===== src/rtl/abs_pkg.sv =====
// Shared FSM state encoding and default alarm threshold for the abs_arbiter slice.
package abs_pkg;

  typedef enum logic [1:0] {
    IDLE = 2'd0,
    CALC = 2'd1,
    HOLD = 2'd2
  } state_t;

  localparam logic [7:0] THRESH_DEFAULT = 8'd100;

endpackage


===== src/rtl/absoluteCalculator.sv =====
// Combinational two's-complement magnitude; the most negative value wraps to 2^(W-1) read as unsigned.
// Zero latency, no flow control.
module absoluteCalculator #(
  parameter int W = 8
) (
  input  logic [W-1:0] operand,
  output logic [W-1:0] magnitude
);

  assign magnitude = operand[W-1] ? (~operand + W'(1)) : operand;

endmodule


===== src/rtl/abs_arbiter.sv =====
// Round-robin N_CH-channel sampler feeding |x| plus threshold alarm; grant to out_valid is 2 cycles, 1 sample per 3 cycles.
// Grants only in IDLE; out_ready low holds the result in HOLD while all requests wait.
module abs_arbiter
  import abs_pkg::*;
#(
  parameter int N_CH = 4,
  parameter int W = 8,
  parameter logic [W-1:0] THRESH = W'(THRESH_DEFAULT),
  localparam int CW = (N_CH > 1) ? $clog2(N_CH) : 1
) (
  input  logic              clk,
  input  logic              rst_n,
  input  logic [N_CH-1:0]   req_valid,
  input  logic [N_CH*W-1:0] req_data,
  output logic [N_CH-1:0]   req_ready,
  output logic              out_valid,
  output logic [W-1:0]      out_data,
  output logic [CW-1:0]     out_ch,
  output logic              out_alarm,
  input  logic              out_ready,
  output logic              busy
);

  state_t        state, state_nxt;
  logic [CW-1:0] last_grant;
  logic [CW-1:0] pick_ch;
  logic          pick_vld;
  logic          grant;
  logic [W-1:0]  op_q;
  logic [W-1:0]  res_q;
  logic [W-1:0]  mag;
  logic [CW-1:0] ch_q;
  logic          alarm_q;

  // Walk from the farthest candidate to the nearest so the channel right after
  // last_grant is the one left standing.
  function automatic logic [CW:0] rr_pick(input logic [N_CH-1:0] vld,
                                          input logic [CW-1:0]   last);
    logic [CW:0] r;
    int          c;
    r = '0;
    for (int i = N_CH; i >= 1; i--) begin
      c = (int'(last) + i) % N_CH;
      if (vld[c]) r = {1'b1, CW'(c)};
    end
    return r;
  endfunction

  assign {pick_vld, pick_ch} = rr_pick(req_valid, last_grant);

  always_comb begin
    state_nxt = state;
    req_ready = '0;
    case (state)
      IDLE: begin
        if (pick_vld && rst_n) begin
          req_ready = N_CH'(1) << pick_ch;
          state_nxt = CALC;
        end
      end
      CALC:    state_nxt = HOLD;
      HOLD:    if (out_ready) state_nxt = IDLE;
      default: state_nxt = IDLE;
    endcase
  end

  assign grant = |(req_valid & req_ready);

  always_ff @(posedge clk) begin
    if (!rst_n) begin
      state      <= IDLE;
      last_grant <= CW'(N_CH - 1);
      op_q       <= '0;
      ch_q       <= '0;
      res_q      <= '0;
      alarm_q    <= 1'b0;
    end else begin
      state <= state_nxt;
      if (grant) begin
        last_grant <= pick_ch;
        op_q       <= req_data[int'(pick_ch)*W +: W];
        ch_q       <= pick_ch;
      end
      if (state == CALC) begin
        res_q   <= mag;
        alarm_q <= (mag > THRESH);
      end
    end
  end

  absoluteCalculator #(.W(W)) u_abs (
    .operand   (op_q),
    .magnitude (mag)
  );

  // Reset masks the handshake outputs immediately, before the state register clears.
  assign out_valid = rst_n && (state == HOLD);
  assign busy      = rst_n && (state != IDLE);
  assign out_data  = res_q;
  assign out_ch    = ch_q;
  assign out_alarm = alarm_q;

endmodule


===== config.mk =====
export PLATFORM = sky130hd
export DESIGN_NAME = abs_arbiter
export DESIGN_NICKNAME = d
export VERILOG_FILES = /design/src/rtl/abs_pkg.sv /design/src/rtl/absoluteCalculator.sv /design/src/rtl/abs_arbiter.sv
export SDC_FILE = /design/constraint.sdc
export NUM_CORES = 1
export LEC_CHECK = 0
export BUFFER_PORTS_ARGS = -buffer_cell sky130_fd_sc_hd__buf_2
export CAP_MARGIN = 10
export CORE_ASPECT_RATIO = 1.25
export CORE_UTILIZATION = 49
export CTS_CLUSTER_SIZE = 28
export DETAILED_ROUTE_END_ITERATION = 7
export GPL_TIMING_DRIVEN = 0
export PLACE_DENSITY_LB_ADDON = 0.1
export SKIP_CTS_REPAIR_TIMING = 1
export SLEW_MARGIN = 20
export SYNTH_ARGS = -nofsm -noshare
export SYNTH_HDL_FRONTEND = slang
export SYNTH_SLANG_ARGS = --single-unit

===== constraint.sdc =====
create_clock -name clk -period 4.66 [get_ports clk]
set_input_delay 0.233 -clock clk [delete_from_list [all_inputs] [get_ports clk]]
set_output_delay 0.233 -clock clk [all_outputs]
set_load 0.02 [all_outputs]

==> metrics <==
slowest stage delay, CP 0.39 ns; synth warn 0; worst skew pair latency between 0.3 and 0.4 ns; P per Cell Area approximately 290 mW/mm^2; Initial Util 52.9%; Clock Sinks 23; Sequential Area roughly 460 um^2; critical path endpoint category output port; H-tree levels 1; initial antenna violation count 0; largest net degree at the start of global routing 13; root cell of the clock tree clkbuf_4; CP max FO 10; Cell Area, Synth 0.00145 mm^2; Cells after Synth 169; slew margin rel. between 60 and 70%; ys async rst share 0%; DRT Pass-1 Iters 4; Leak Pwr between 0.9 and 1 nW; Synthesized Nets between 200 and 250; Filler cells 249; vias per std cell roughly 5.6; Worst-Margin Slew between 0.4 and 0.5 ns; Final period util a little under half; vias in the first global route around 1,500; multi-input logic area between 800 and 900 um^2; area grow syn2layout 23.8%; multiplexer area fraction after synthesis under 10%; cells along the critical path and2_2 > o32a_2 > a21boi_2 > nor2b_1 > buf_2; Critical Path Start Type flip-flop; die area 0.00317 mm^2; first-pass GRT wire length 6070 um; clock-pin slew on the worst setup and hold paths ~0.12 ns; Fin. Hold Viols 0; EDFF count, synth 0; layout cells sized above 1 between 30 and 40%; Die W 50.6 um; Arrival @ worst endpoint ~1.9 ns; count of input and output buffers 55; Final Max Tran Viols 0; final number of setup-violating endpoints 0; Setup Crit Path Kind reg2out; final WL about 3500 um; Synth cell types 47; DRC errors left 0; Post-Synth Simple-Gate Area between 20% and 30%; Max Root-Sink Buffers 2; xor/xnor cell area share of the yosys netlist under 10%; slowest CP cell dfxtp_1; grt total ovfl 0; wire per inst 13.3 um; data required time of the worst path 4.43 ns; MaxCap Viol Count 0; RSZ-0062 raised after global routing no; status completed; maximum vdd ir drop between 0.1 and 0.15 mV; largest family of logic cells by synthesized area compound AO/OA/AOI/OAI gates; register area share after synthesis between 30% and 40%; Setup Skew slightly above 0.0009 ns; DIE HEIGHT between 60 and 70 um; total core area about 0.0027 mm^2; Hold Slack ~0.22 ns; Synth Flop Type dfxtp_1; CTS Buf Count 3; IO Count 56; post-synthesis adder-cell area fraction 0.865%; Min-Delay Path Class in2reg; Synth Register Bits 23; Antenna diodes 0; nets between 200 and 300; Synth Area in Compound Gates between 20 and 30%; routability cong. ~0.93; via count roughly 1,500; TritonCTS clock tree yes; DP HPWL between 2000 and 3000 um; num rows 21; Tot GR Track Use 24.3%; setup_tns 0 ns; DRT iter0 DRCs 40; post-synthesis area per instance about 8.6 um^2; fmax roughly 460 MHz; post-route ant nets 0; Tmin final 2.17 ns
## flip-flops by register name, summed over array words and instances (netlist names)
name        flops
state           2
last_grant      2
out_alarm       1
out_ch          2
op_q            8
out_data        8
## cells by family (layout without fill, tap and decap cells)
group           Yosys count  after routing
compound gates           52             52
buf+inv                  18             77
fa+ha+maj                 1              1
mux                      11             11
xor+xnor                  5              5
flops                    23             23
simple gates             59             59
## worst max-delay path, delay by kind of cell, from the launching register on
kind / cells / cell delay, ns
DFF: 1 / 0.39
AOI/OAI and AO/OA: 2 / 0.70
and+or+nand+nor: 2 / 0.37
buffers and inverters: 1 / 0.16
## worst paths after layout
kind,start,endpoint,slack [ns],cells past startpoint
min,rst_n,op_q[0],0.22,3
max,last_grant[1],req_ready[0],2.49,5
min reg2reg,out_data[0],out_data[0],0.47,2
max reg2reg,last_grant[1],op_q[2],2.90,6
## layout by cell type, fill, tap and decap left out, types with 2 or more instances in the layout
cell type  count
nand2b_1       4
buf_6          2
clkbuf_1       5
o21ai_0       10
nor3b_1        2
dfxtp_1       23
clkbuf_4       3
inv_1          7
a21boi_0       3
xor2_1         4
nor2b_1        5
a221oi_1       8
nand2_1       23
nor3_1         2
o211a_1        6
buf_2         55
a211oi_1       9
nand3_1        3
nor2_1        12
mux2i_1       11
a21oi_1        3
## cell type report
type | instances | share of cell area, %
plain buffers | 11 | 5.52
clock buffers | 4 | 1.47
repair buffers | 55 | 15.4
well taps | 34 | 2.38
inverters | 7 | 1.47
flip-flops and latches | 23 | 25.7
multi-input cells | 128 | 48.1
## per-layer routing
| layer | wire length (um) | global-route usage, % |
|---|---|---|
| met1 | 1400 | 24.6 |
| met2 | 1880 | 46.3 |
| met3 | 125 | 1.95 |
| met4 | 82 | 13.9 |
| met5 | 0 | 0 |
## per-stage QoR
step	instance area (um^2)	instances	util (%)	worst slack [ns]	power, mW
2_1_floorplan	1450	169	-	2.92	0.373
3_3_place_gp	1760	258	64.6	2.83	0.420
3_5_place_dp	1760	258	64.6	2.81	0.429
4_1_cts	1790	262	65.5	2.49	0.521
5_1_grt	1790	262	65.5	2.40	0.550
6_report	1790	262	65.5	2.49	0.519
## synth_stat cells (3+ instances only)
| cell type | count | area share [%] |
|---|---|---|
| a221oi_1 | 8 | 4.8 |
| nand3_1 | 3 | 1.0 |
| nor2_1 | 12 | 3.1 |
| mux2i_1 | 11 | 7.6 |
| nand2b_1 | 4 | 1.7 |
| xor2_1 | 4 | 2.4 |
| a21oi_1 | 3 | 1.0 |
| inv_1 | 7 | 1.8 |
| a211oi_1 | 9 | 4.7 |
| o211a_1 | 6 | 4.2 |
| clkbuf_1 | 4 | 1.0 |
| a21boi_0 | 3 | 1.6 |
| nand2_1 | 23 | 6.0 |
| o21ai_0 | 10 | 3.5 |
| nor2b_1 | 5 | 2.2 |
| dfxtp_1 | 23 | 32 |
## where the power goes
part           total (mW)  internal, mW  switching (mW)
Combinational       0.191        0.0856           0.105
Clock              0.0930        0.0335          0.0596
Sequential          0.235         0.218          0.0172
Total               0.519         0.337           0.182
(Power assumes the default switching activity.)
